`config.mk`:
```
export PLATFORM = sky130hd
export DESIGN_NAME = uart_tx_controller
export DESIGN_NICKNAME = d
export VERILOG_FILES = /design/src/rtl/uart_tx_controller.sv
export SDC_FILE = /design/constraint.sdc
export NUM_CORES = 1
export LEC_CHECK = 0
export CAP_MARGIN = 5
export CORE_MARGIN = 3
export CORE_UTILIZATION = 48
export DETAILED_ROUTE_END_ITERATION = 8
export PLACE_DENSITY_LB_ADDON = 0.1
export SLEW_MARGIN = 20
export SYNTH_ARGS = -nofsm -noshare
export SYNTH_HDL_FRONTEND = slang
export SYNTH_SLANG_ARGS = --single-unit
```
`constraint.sdc`:
```
create_clock -name clk -period 3.2 [get_ports clk]
set_input_delay 0.64 -clock clk [delete_from_list [all_inputs] [get_ports clk]]
set_output_delay 0.64 -clock clk [all_outputs]
set_load 0.05 [all_outputs]
```
`src/rtl/uart_tx_controller.sv`:
```
// Memory-mapped UART transmit front end: byte FIFO, launch sequencer with busy
// handshake timeout, status/overflow register and clock-frequency register.
module uart_tx_controller #(
    parameter int unsigned DEPTH         = 8,
    parameter logic [31:0] ADDR_RW       = 32'h10010000,
    parameter logic [31:0] ADDR_STATUS   = 32'h10010005,
    parameter logic [31:0] ADDR_CLKFREQ  = 32'h10010100,
    parameter logic [31:0] CLKFREQ_RESET = 32'h0000ffc0
) (
    input  logic        clk,
    input  logic        rst,
    input  logic [31:0] address,
    input  logic [31:0] write_data,
    input  logic        write_enable,
    output logic [31:0] read_data,
    output logic        hit,
    output logic [7:0]  uart_data,
    output logic        uart_write_enable,
    input  logic        uart_busy,
    input  logic        uart_read_ready,
    output logic [31:0] clk_frequency
);
    localparam int unsigned AW         = $clog2(DEPTH);
    localparam logic [AW:0] FULL_COUNT = (AW + 1)'(DEPTH);

    typedef enum logic [1:0] {
        IDLE      = 2'd0,
        LAUNCH    = 2'd1,
        WAIT_BUSY = 2'd2,
        WAIT_DONE = 2'd3
    } state_t;

    state_t        state_q;
    logic          uart_we_q;
    logic [1:0]    timeout_q;
    logic [7:0]    mem_q [DEPTH];
    logic [AW-1:0] wr_ptr_q, wr_ptr_d;
    logic [AW-1:0] rd_ptr_q, rd_ptr_d;
    logic [AW:0]   count_q, count_d;
    logic          overflow_q, overflow_d;
    logic [7:0]    last_byte_q, last_byte_d;
    logic [31:0]   clk_freq_q, clk_freq_d;

    logic       sel_rw, sel_status, sel_clkfreq;
    logic       full, empty, push, pop, tx_active;
    logic [7:0] status;

    assign sel_rw      = (address == ADDR_RW);
    assign sel_status  = (address == ADDR_STATUS);
    assign sel_clkfreq = (address == ADDR_CLKFREQ);
    assign hit         = sel_rw | sel_status | sel_clkfreq;

    assign full  = (count_q == FULL_COUNT);
    assign empty = (count_q == '0);
    // The head leaves the FIFO on the edge that ends the launch pulse, so a
    // write landing on that same edge still fits even when the FIFO is full.
    assign pop   = (state_q == LAUNCH);
    assign push  = write_enable && sel_rw && (!full || pop);

    assign tx_active = !empty || uart_busy || (state_q != IDLE);
    assign status    = {overflow_q, tx_active, full, 4'b0000, uart_read_ready};

    assign uart_data         = empty ? 8'h00 : mem_q[rd_ptr_q];
    assign uart_write_enable = uart_we_q;
    assign clk_frequency     = clk_freq_q;

    always_comb begin
        read_data = 32'h0;
        if (sel_rw) begin
            read_data = {24'h0, last_byte_q};
        end else if (sel_status) begin
            read_data = {24'h0, status};
        end else if (sel_clkfreq) begin
            read_data = clk_freq_q;
        end
    end

    always_comb begin
        wr_ptr_d    = wr_ptr_q;
        rd_ptr_d    = rd_ptr_q;
        overflow_d  = overflow_q;
        last_byte_d = last_byte_q;
        clk_freq_d  = clk_freq_q;
        if (push) wr_ptr_d = wr_ptr_q + AW'(1);
        if (pop) rd_ptr_d = rd_ptr_q + AW'(1);
        count_d = count_q + (AW + 1)'(push) - (AW + 1)'(pop);
        if (write_enable && sel_rw) last_byte_d = write_data[7:0];
        // Set is evaluated last so a dropped byte wins over a same-cycle clear.
        if (write_enable && sel_status && write_data[7]) overflow_d = 1'b0;
        if (write_enable && sel_rw && full && !pop) overflow_d = 1'b1;
        if (write_enable && sel_clkfreq) clk_freq_d = write_data;
    end

    always_ff @(posedge clk) begin
        if (push) mem_q[wr_ptr_q] <= write_data[7:0];
    end

    always_ff @(posedge clk or negedge rst) begin
        if (!rst) begin
            wr_ptr_q    <= '0;
            rd_ptr_q    <= '0;
            count_q     <= '0;
            overflow_q  <= 1'b0;
            last_byte_q <= 8'h00;
            clk_freq_q  <= CLKFREQ_RESET;
        end else begin
            wr_ptr_q    <= wr_ptr_d;
            rd_ptr_q    <= rd_ptr_d;
            count_q     <= count_d;
            overflow_q  <= overflow_d;
            last_byte_q <= last_byte_d;
            clk_freq_q  <= clk_freq_d;
        end
    end

    always_ff @(posedge clk or negedge rst) begin
        if (!rst) begin
            state_q   <= IDLE;
            uart_we_q <= 1'b0;
            timeout_q <= 2'd0;
        end else begin
            case (state_q)
                IDLE: begin
                    if (!empty && !uart_busy) begin
                        state_q   <= LAUNCH;
                        uart_we_q <= 1'b1;
                    end
                end
                LAUNCH: begin
                    state_q   <= WAIT_BUSY;
                    uart_we_q <= 1'b0;
                    timeout_q <= 2'd0;
                end
                WAIT_BUSY: begin
                    // A transmitter that never raises busy must not stall the queue.
                    if (uart_busy) begin
                        state_q <= WAIT_DONE;
                    end else begin
                        timeout_q <= timeout_q + 2'd1;
                        if (timeout_q == 2'd3) state_q <= IDLE;
                    end
                end
                WAIT_DONE: begin
                    if (!uart_busy) state_q <= IDLE;
                end
                default: begin
                    state_q   <= IDLE;
                    uart_we_q <= 1'b0;
                end
            endcase
        end
    end
endmodule

```
* Yosys cells after proc, flatten, opt, wreduce, memory -nomap -nowiden *
Memory sizes are Yosys's and may differ from the RTL's.
Cells that the tools add are included.

word-level totals
  flip-flop bits (word level) = 56
  memory bits (writable) = 64
  input bits = 69
  logic and storage cells = 70
  memories kept = 1

memory list
  memory  words  bits a word  rd ports  clocked after Yosys merged registers in  wr ports  line  source
  mem_q   8      8            1         0                                        1         36    logic [7:0] mem_q [DEPTH];

cells by class
  add/subtract/negate cells = 5
  equality and inequality tests = 12
  muxes and demuxes = 17
  bitwise gates (word level) = 2
  reduce and logical (&&, ||, !) cells = 24

operator list
  kind                                                                count
  32-bit by 29-bit == test with 1-bit output (second input constant)  3
  32-bit two-way mux                                                  3
  2-bit two-way mux                                                   5
  1-bit logical AND                                                   8
  8-bit two-way mux                                                   1
  2-bit one-hot mux with 4 select lines                               1
  2-bit nonzero test                                                  4
  3-bit by 1-bit adder with 3-bit output (second input constant)      2
  2-bit == test (second input constant)                               3
  2-bit inequality test (second input constant)                       3
  1-bit two-way mux                                                   5
  4-bit by 1-bit adder with 4-bit output                              1
  4-bit == test (second input constant)                               1
  1-bit logical NOT                                                   4
  4-bit logical NOT                                                   1
  2-bit one-hot mux with 2 select lines                               1
  2-bit AND reduction                                                 2
  4-bit by 1-bit subtractor with 4-bit output                         1
  1-bit logical OR                                                    3
  3-bit inequality test (second input constant)                       1
  3-bit AND reduction                                                 1
  2-bit by 1-bit adder with 2-bit output (second input constant)      1
  2-bit by 1-bit == test with 1-bit output (second input constant)    1
  2-bit logical NOT                                                   1
  other kinds (2)                                                     3

* Longest topological paths before layout *
Gate-level depths: netlist (run 1).

  depth after elaboration = 6
  gate-level depth with buffers = 11

* Worst setup path before layout (run 1) *
Ideal clock, no wire load.

  path kind = in2out
  start point = input port address[30]
  end point = output port read_data[1]
  arrival time = 2456 ps
  path slack = 104 ps
  stages = 6
  buffers on the path = 1
  cell sequence = nor4b_1 -> nand4_1 -> or3_1 -> buf_2 -> nand2b_1 -> nor2_1

between the ends
  cells in the longest elaborated chain, start to end = 4

ends and longest elaborated chain
  element                                     line  source
  start: declaration                          12    input logic [31:0] address,
  32-bit by 29-bit == test with 1-bit output  50    assign sel_clkfreq = (address == ADDR_CLKFREQ);
  32-bit two-way mux                          73    end else if (sel_clkfreq) begin
  32-bit two-way mux                          71    end else if (sel_status) begin
  32-bit two-way mux (*)                      69    if (sel_rw) begin
  end: declaration                            15    output logic [31:0] read_data,

Every way passes the cells marked *; elsewhere a longest branch is shown, timed or not.

* Worst setup path after layout (run 1) *
  start point = input port address[6]
  end point = output port read_data[24]

Same word-level chain as after synthesis.

==> results of run 1 <==
final timing paths:
check | from | endpoint | cells past startpoint
max | address[6] | read_data[24] | 9
min | rst | clk_frequency[21] | 1
max reg2reg | state_q[1] | count_q[3] | 7
min reg2reg | last_byte_q[6] | last_byte_q[6] | 2
max in group asynchronous | rst | wr_ptr_q[2] | 2
min in group clk | last_byte_q[6] | last_byte_q[6] | 2
final cells by class:
cell class | instances | area, um2
repair buffers | 189 | 2120
clock buffers | 19 | 422
multi-input cells | 229 | 1970
well taps | 136 | 170
flip-flops and latches | 120 | 3340
inverters | 4 | 15.0
clock inverters | 13 | 130
fillers | 647 | 2340
registers in the layout, indices dropped and copies added (netlist names):
name / cells
mem_q: 64
uart_write_enable: 1
clk_frequency: 32
last_byte_q: 8
rd_ptr_q: 3
count_q: 4
wr_ptr_q: 3
overflow_q: 1
timeout_q: 2
state_q: 2
layer usage:
metal / vias to the layer above / part of all wire [%] / global-route usage [%]
met5: - / 0 / 0
met4: 0 / 1.9 / 7.80
met3: 21 / 6.7 / 8.24
met2: 133 / 52 / 40.4
met1: 1907 / 39 / 27.7
li1: 1727 / - / -
cell families (layout without fill, tap and decap cells):
family	Yosys count	after routing	share of synthesized area (%)
AOI/OAI and AO/OA	15	15	1.66
xor gates and xnor gates	6	6	0.996
adders and majority gates	9	9	2.28
buffers and inverters	22	225	2.02
DFF	120	120	63.2
muxes	67	67	17.3
and+or+nand+nor	132	132	12.6
what timing repair did:
| item | in CTS | in global routing |
|---|---|---|
| resized for setup | 54 | 45 |
| endpoints found under the setup margin | 30 | 37 |
| hold buffers | 0 | 0 |
| pin swaps | 10 | 13 |
| setup buffers | 12 | 2 |
| cloned | 2 | 1 |
synthesized netlist by cell type, drive strengths merged, types with 2 or more instances:
library cell / number
xor2: 2
dfstp: 10
nand2b: 4
edfxtp: 64
nand3: 5
mux4: 16
nand2: 39
xnor2: 4
nor4: 9
nor2b: 3
nor3: 8
mux2i: 18
dfrtp: 46
buf: 9
a21oi: 5
nand4: 2
inv: 4
nor2: 31
ha: 8
mux2: 33
and2: 25
clkbuf: 9
o21ai: 5
o211ai: 2
report_power, final:
group	leakage [nW]	internal, mW	switching [mW]
registers	1.30	1.71	0.146
logic	1.87	0.573	0.719
clock network	0.261	1.10	0.659
worst max-delay path, delay by kind of cell:
| family | cells | cell delay, ns |
|---|---|---|
| buffers and inverters | 4 | 0.61 |
| AND/OR/NAND/NOR | 5 | 1.23 |
placed cells by master (no fill, tap or decap), drive strengths merged, types with 3 or more instances in the layout:
cell type       n
clkbuf         30
o21ai           5
mux4           16
nor2           31
clkdlybuf4s15   5
and2           25
dfrtp          46
nor4            9
ha              8
mux2           33
xnor2           4
dlymetal6s2s   10
inv             5
nand3           5
clkdlybuf4s50  71
mux2i          18
nand2b          4
dlygate4sd2     4
dfstp          10
nand2          39
clkinv          7
buf            88
a21oi           5
edfxtp         64
nor2b           3
nor3            8
clkinvlp        3
==> impl_metrics.env, run 1 <==
export IMPL_outcome="complete, no violations"
export IMPL_synthCells=371
export IMPL_tightest_slew_ns=0.781
export IMPL_syn_num_nets=449
export IMPL_worst_ir_drop_vdd_v=0.000583
export IMPL_initial_core_util_pct=50.2
export IMPL_critical_path_cell_chain="clkdlybuf4s15_1, nor4b_2, nand4_1, or3_4, nor3_4, buf_6, buf_16, and2_4, buf_12"
export IMPL_firstDrtPassIters=5
export IMPL_rows=37
export IMPL_htreeDepth=4
export IMPL_setup_tns_final_ns=0
export IMPL_routabilityCongestion=0.721
export IMPL_ys_flop_type="edfxtp_1"
export IMPL_ys_ff_latch=120
export IMPL_die_area_um2=12300
export IMPL_cts_tree="built"
export IMPL_dpl_hpwl_mm=9.55
export IMPL_fin_skew_ns=0.00644
export IMPL_cts_root_buffer="clkbuf_8"
export IMPL_drt_initial_drc_count=196
export IMPL_worst_path_max_fanout=6
export IMPL_slowest_stage="or3_4"
export IMPL_finalWorstSetupSlack_ns=0.0662
export IMPL_grt_overflow=0
export IMPL_die_width_um=111
export IMPL_clk_latency_ns=0.51
export IMPL_nNetsFinal=639
export IMPL_syn_area_per_cell_um2=14.2
export IMPL_end_kind="primary output"
export IMPL_wl_per_cell_um=20.2
export IMPL_min_period_ns=3.13
export IMPL_r2r_slack_ns=1.14
export IMPL_synthTopCellsByArea="edfxtp_1 36%, dfrtp_1 22%, mux4_2 6.8%, mux2_2 6.4%, dfstp_2 5.0%"
export IMPL_ios=143
export IMPL_die_h_um=111
export IMPL_ant_nets=0
export IMPL_synthArstFlopShare_pct=46.7
export IMPL_placed_cells=663
export IMPL_num_antenna_cells=0
export IMPL_post_place_ws_ns=-0.198
export IMPL_whs_ns=0.132
export IMPL_numCtsBuffers=17
export IMPL_first_global_vias=4212
export IMPL_fin_total_pwr_mw=4.91
export IMPL_p_per_area_nw_per_um2=601
export IMPL_clock_sinks=120
export IMPL_slew_viol_final=0
export IMPL_period_share_pct=97.9
export IMPL_yosys_area_top_type="edfxtp_1"
export IMPL_drt_total_wl_mm=14.3
export IMPL_crit_required_ns=2.56
export IMPL_finalNonFillerCells=710
export IMPL_relSlewSlack_pct=48.0
export IMPL_io_buffers=142
export IMPL_fmax_ghz=0.319
export IMPL_utilization_pct=77.7
export IMPL_drive_gt1_share_pct=38.7
export IMPL_synth_seq_area_share_pct=63.2
export IMPL_cellLeakagePower_nw=3.43
export IMPL_cap_violations=0
export IMPL_min_path_type="input pin to asynchronous set/reset pin"
export IMPL_coreArea_um2=10500
export IMPL_post_dp_cell_area_um2=7360
export IMPL_antenna_found_initial=0
export IMPL_synth_cell_types=39
export IMPL_via_per_inst=5.34
export IMPL_grt_max_degree=48
export IMPL_yosys_warnings=0
export IMPL_syn2layout_area_growth_pct=54.7
export IMPL_crit_type="input pin to primary output"
export IMPL_final_cell_area_um2=8170
export IMPL_cts_buffer_depth=2
export IMPL_synthDominantCellAreaShare_pct=36.4
export IMPL_syn_area_um2=5280
export IMPL_clk_pin_slew_ns=0.06
export IMPL_cp_start_kind="input pin"
export IMPL_setup_viol_count_final=0
export IMPL_grt_pass1_wl_mm=22.3
export IMPL_slowest_delay_ns=0.39
export IMPL_synth_enable_flop_cells=64
export IMPL_drc=0
export IMPL_hold_viol_final=0
export IMPL_grt_use_total_pct=23.6
export IMPL_arrival_ns=2.49
export IMPL_dr_total_vias=3788
Note: power is estimated with default switching activity, not from simulation.
==> run 2, diff against run 1 <==
--- a/config.mk
+++ b/config.mk
@@ -7,7 +7,7 @@
 export LEC_CHECK = 0
 export CAP_MARGIN = 5
 export CORE_MARGIN = 3
-export CORE_UTILIZATION = 48
+export CORE_UTILIZATION = 45
 export DETAILED_ROUTE_END_ITERATION = 8
 export PLACE_DENSITY_LB_ADDON = 0.1
 export SLEW_MARGIN = 20
==> run 2 against run 1 <==
  * Utilization down 3.5 points
  * Worst setup slack worse by 0.015 ns
  * Critical path depth unchanged
  * Clock skew up 0.00079 ns
==> impl_metrics.env, run 2 (synthesized netlist as in run 1, its figures left out) <==
export IMPL_outcome="complete, no violations"
export IMPL_crit_type="input pin to primary output"
export IMPL_die_h_um=114
export IMPL_slowest_delay_ns=0.42
export IMPL_ios=143
export IMPL_cp_start_kind="input pin"
export IMPL_pwr_share_seq_pct=36.2
export IMPL_worst_path_max_fanout=6
export IMPL_slew_viol_final=0
export IMPL_numCtsBuffers=17
export IMPL_largest_reg_flops=64
export IMPL_slowest_stage="or3_4"
export IMPL_end_kind="primary output"
export IMPL_clk_pin_slew_ns=0.05
export IMPL_dr_total_vias=3751
export IMPL_die_area_um2=13100
export IMPL_die_width_um=114
export IMPL_htreeDepth=4
export IMPL_critPathLaunch="address[4]"
export IMPL_rsz0062_at_grt="yes"
export IMPL_relSlewSlack_pct=45.6
export IMPL_grt_use_total_pct=24.4
export IMPL_drive_gt1_share_pct=39.7
export IMPL_clk_latency_ns=0.41
export IMPL_via_per_inst=5.27
export IMPL_io_buffers=142
export IMPL_fmax_ghz=0.318
export IMPL_rows=38
export IMPL_routabilityCongestion=0.775
export IMPL_fin_total_pwr_mw=5.19
export IMPL_intPower_mw=3.70
export IMPL_syn2layout_area_growth_pct=56.5
export IMPL_min_period_ns=3.15
export IMPL_layout_common_cells="73 x clkdlybuf4s50_1, 64 x edfxtp_1, 46 x dfrtp_1, 46 x buf_4, 38 x nand2_1"
export IMPL_utilization_pct=74.2
export IMPL_final_common_cell="clkdlybuf4s50_1"
export IMPL_r2r_end="count_q[3]"
export IMPL_arrival_ns=2.51
export IMPL_fin_skew_ns=0.00723
export IMPL_r2r_cells=7
export IMPL_power_switching_mw=1.49
export IMPL_cts_tree="built"
export IMPL_wl_per_cell_um=21.0
export IMPL_placed_cells=668
export IMPL_clock_power_share_pct=39.2
export IMPL_drt_initial_drc_count=179
export IMPL_setup_viol_count_final=0
export IMPL_finalNonFillerCells=712
export IMPL_p_per_area_nw_per_um2=628
export IMPL_ant_nets=0
export IMPL_initial_core_util_pct=47.4
export IMPL_tightest_slew_ns=0.815
export IMPL_coreArea_um2=11100
export IMPL_setup_tns_final_ns=0
export IMPL_cts_buffer_depth=2
export IMPL_antenna_found_initial=0
export IMPL_cellLeakagePower_nw=3.42
export IMPL_min_path_type="input pin to asynchronous set/reset pin"
export IMPL_power_frac_comb_pct=24.6
export IMPL_regToRegStartpoint="state_q[1]"
export IMPL_r2r_slack_ns=1.15
export IMPL_drc=0
export IMPL_firstDrtPassIters=4
export IMPL_num_antenna_cells=0
export IMPL_drt_total_wl_mm=15.0
export IMPL_first_global_vias=4303
export IMPL_crit_required_ns=2.56
export IMPL_hold_viol_final=0
export IMPL_grt_overflow=0
export IMPL_grt_pass1_wl_mm=23.6
export IMPL_regMostFlops="mem_q"
export IMPL_final_cell_area_um2=8260
export IMPL_cts_root_buffer="clkbuf_16"
export IMPL_worst_ir_drop_vdd_v=0.000697
export IMPL_critical_path_cell_chain="clkdlybuf4s15_1, nor4_4, nand2_4, or3_4, nor3_4, buf_6, buf_16, and2_4, buf_12"
export IMPL_nNetsFinal=637
export IMPL_dpl_hpwl_mm=10.3
export IMPL_clock_sinks=120
export IMPL_grt_max_degree=37
export IMPL_cap_violations=0
export IMPL_period_share_pct=98.4
export IMPL_switching_share_pct=28.7
export IMPL_post_dp_cell_area_um2=7370
run 2: worst max-delay path by stage:
| stage | cells past startpoint | slack (ns) | to |
|---|---|---|---|
| final | 9 | 0.05 | read_data[24] |
| after global routing | 9 | -0.04 | read_data[24] |
| after CTS | 10 | 0.002 | read_data[23] |
| after detailed placement | 7 | -0.37 | read_data[2] |
| after global placement | 7 | -0.37 | read_data[4] |
| after floorplan | 6 | 0.10 | read_data[1] |
run 2: critical path: cells and delay by family:
kind | cells | cell delay (ns)
buf+inv | 4 | 0.62
simple gates | 5 | 1.25
run 2: per-stage QoR:
step                      setup WS, ns  hold WS [ns]
after detailed placement        -0.366         0.463
after CTS                      0.00200         0.348
final                           0.0513         0.324
after global placement          -0.365         0.451
after floorplan                  0.104         0.344
after global routing           -0.0422         0.396
run 2: area by class of cell:
class,count,area (um2)
clock buffers,22,454
clock inverters,10,175
fillers,697,2870
inverters,4,15.0
multi-input cells,229,2000
flip-flops and latches,120,3340
well taps,140,175
repair buffers,187,2100
run 2: per-layer routing:
metal  wire, um  part of all wire, %  track usage (%)  vias up
met5          0                    0                0        -
li1           -                    -                -     1726
met4        327                  2.2             8.39        0
met3       1130                  7.6             8.99       23
met2       7750                   52             42.0      135
met1       5750                   38             28.0     1867
run 2: what timing repair did:
item | CTS | global route
hold buffers | 0 | 0
resized for setup | 76 | 38
gates cloned | 3 | 0
endpoints found under the setup margin | 33 | 54
hold endpoints to repair | 0 | 0
buffers inserted | 12 | 0
pin swaps | 12 | 13
run 2: power groups by stage:
stage	clock network [mW]	registers (mW)	logic, mW
2_1_floorplan	0	1.80	0.942
3_3_place_gp	0	1.90	1.24
3_5_place_dp	0	1.91	1.28
4_1_cts	2.05	1.88	1.29
5_1_grt	2.13	1.90	1.38
6_report	2.03	1.88	1.27
==> run 3, diff against run 2 <==
--- a/config.mk
+++ b/config.mk
@@ -6,8 +6,10 @@
 export NUM_CORES = 1
 export LEC_CHECK = 0
 export CAP_MARGIN = 5
+export CELL_PAD_IN_SITES_DETAIL_PLACEMENT = 1
+export CELL_PAD_IN_SITES_GLOBAL_PLACEMENT = 2
 export CORE_MARGIN = 3
-export CORE_UTILIZATION = 45
+export CORE_UTILIZATION = 35
 export DETAILED_ROUTE_END_ITERATION = 8
 export PLACE_DENSITY_LB_ADDON = 0.1
 export SLEW_MARGIN = 20
==> constraint.sdc (replaced) <==
create_clock -name clk -period 4 [get_ports clk]
set_input_delay 0.8 -clock clk [delete_from_list [all_inputs] [get_ports clk]]
set_output_delay 0.8 -clock clk [all_outputs]
set_load 0.05 [all_outputs]
==> run 3 against run 2 <==
  * Sequential share of layout area increased by 1.7 points
  * Routed wire length decreased by 6.4%
  * First-iteration DRC count decreased by 34%
  * Register-to-register slack improved by 0.81 ns
  * Flip-flop and latch count unchanged
  * Utilization decreased by 20 points
  * Design area decreased by 4.1%
  * Die area increased by 27%
  * Highest routed layer unchanged
==> impl_metrics.env, run 3 (synthesized netlist as in run 1, its figures left out) <==
export IMPL_outcome="complete, no violations"
export IMPL_fmax_ghz=0.269
export IMPL_period_share_pct=93.0
export IMPL_io_buffers=142
export IMPL_wl_per_cell_um=19.2
export IMPL_arrival_ns=2.92
export IMPL_drive_gt1_share_pct=25.7
export IMPL_cellLeakagePower_nw=3.13
export IMPL_numCtsBuffers=17
export IMPL_drt_total_wl_mm=14.0
export IMPL_cp_start_kind="input pin"
export IMPL_grt_pass1_wl_mm=22.4
export IMPL_dr_total_vias=3601
export IMPL_nNetsFinal=609
export IMPL_layout_common_cells="108 x clkdlybuf4s50_1, 64 x edfxtp_1, 46 x dfrtp_1"
export IMPL_final_cell_area_um2=7920
export IMPL_cts_buffer_depth=2
export IMPL_min_path_type="input pin to asynchronous set/reset pin"
export IMPL_cap_violations=0
export IMPL_rows=44
export IMPL_syn2layout_area_growth_pct=50.0
export IMPL_ant_nets=0
export IMPL_num_antenna_cells=0
export IMPL_initial_core_util_pct=36.0
export IMPL_fin_skew_ns=0.00628
export IMPL_grt_use_total_pct=18.0
export IMPL_grt_overflow=0
export IMPL_worst_ir_drop_vdd_v=0.000394
export IMPL_largest_reg_flops=64
export IMPL_antenna_found_initial=0
export IMPL_tightest_slew_ns=0.860
export IMPL_regMostFlops="mem_q"
export IMPL_drt_initial_drc_count=119
export IMPL_setup_viol_count_final=0
export IMPL_slew_viol_final=0
export IMPL_post_dp_cell_area_um2=7310
export IMPL_finalWorstSetupSlack_ns=0.281
export IMPL_first_global_vias=4138
export IMPL_routabilityCongestion=0.716
export IMPL_end_kind="primary output"
export IMPL_whs_ns=0.399
export IMPL_ios=143
export IMPL_min_period_ns=3.72
export IMPL_cts_tree="built"
export IMPL_rsz0062_at_grt="no"
export IMPL_setup_tns_final_ns=0
export IMPL_crit_required_ns=3.20
export IMPL_die_width_um=129
export IMPL_post_place_ws_ns=0.124
export IMPL_worst_path_max_fanout=24
export IMPL_die_h_um=129
export IMPL_finalNonFillerCells=728
export IMPL_grt_max_degree=45
export IMPL_firstDrtPassIters=5
export IMPL_via_per_inst=4.95
export IMPL_clock_sinks=120
export IMPL_htreeDepth=4
export IMPL_clk_pin_slew_ns=0.05
export IMPL_clk_latency_ns=0.41
export IMPL_coreArea_um2=14600
export IMPL_p_per_area_nw_per_um2=508
export IMPL_placed_cells=696
export IMPL_hold_viol_final=0
export IMPL_cts_root_buffer="clkbuf_16"
export IMPL_final_common_cell="clkdlybuf4s50_1"
export IMPL_hold_buffers=0
export IMPL_drc=0
export IMPL_crit_type="input pin to primary output"
export IMPL_die_area_um2=16600
export IMPL_relSlewSlack_pct=42.6
export IMPL_dpl_hpwl_mm=10.3
run 3: cell count changes in the layout (fill, tap and decap cells not counted), sizes merged, moves of 2 or more:
cell and change:
clkbuf -10, clkdlybuf4s15 -4, bufinv -2, dlymetal6s2s -3, dlygate4sd2 -6, buf -38
clkdlybuf4s50 +35
run 3: critical path, stage by stage:
cell             delay [ns]
clkdlybuf4s50_1        0.39
nor4_1                 0.37
nand2_1                0.13
or3_4                  0.45
nor3_4                 0.16
buf_4                  0.23
and2_1                 0.22
buf_12                 0.15
run 3: final timing paths:
| path | endpoint | slack, ns | start | depth (start not counted) |
|---|---|---|---|---|
| worst max-delay path | read_data[18] | 0.28 | address[24] | 8 |
| worst min-delay path | clk_frequency[5] | 0.40 | rst | 1 |
| worst max register to register | count_q[3] | 1.96 | state_q[1] | 6 |
| worst min register to register | last_byte_q[6] | 0.47 | last_byte_q[6] | 2 |
| max in group asynchronous | rd_ptr_q[2] | 2.97 | rst | 2 |
| min in group clk | last_byte_q[6] | 0.47 | last_byte_q[6] | 2 |
run 3: what timing repair did:
action,CTS,global route
setup endpoints to repair,0,24
buffers inserted,0,0
gates resized for setup,0,2
run 3: power by group:
part	internal [mW]	total [mW]	switching, mW
combinational	0.466	1.02	0.552
sequential	1.37	1.48	0.112
clock	1.01	1.53	0.518
total	2.84	4.03	1.18
run 3: metrics by stage:
step                total power, mW  utilization (%)
finish                         4.03             54.1
global route                   4.24             54.1
CTS                            4.09             54.0
detailed placement             2.55             49.9
global placement               2.52             49.9
floorplan                      2.19                -
run 3: area by class of cell:
type                            instances  area, um2
Inverter                                4       15.0
Fill cell                            1435       6730
Tap cell                              184        230
Clock buffer                           24        472
Timing Repair Buffer                  159       1890
Multi-Input combinational cell        229       1860
Sequential cell                       120       3340
Clock inverter                          8        120
run 3: routing by layer:
metal | vias up | routed length, um | global-route usage (%)
li1 | 1673 | - | -
met1 | 1804 | 5910 | 21.9
met2 | 107 | 6790 | 28.7
met3 | 17 | 1030 | 7.97
met4 | 0 | 262 | 6.55
met5 | - | 0 | 0
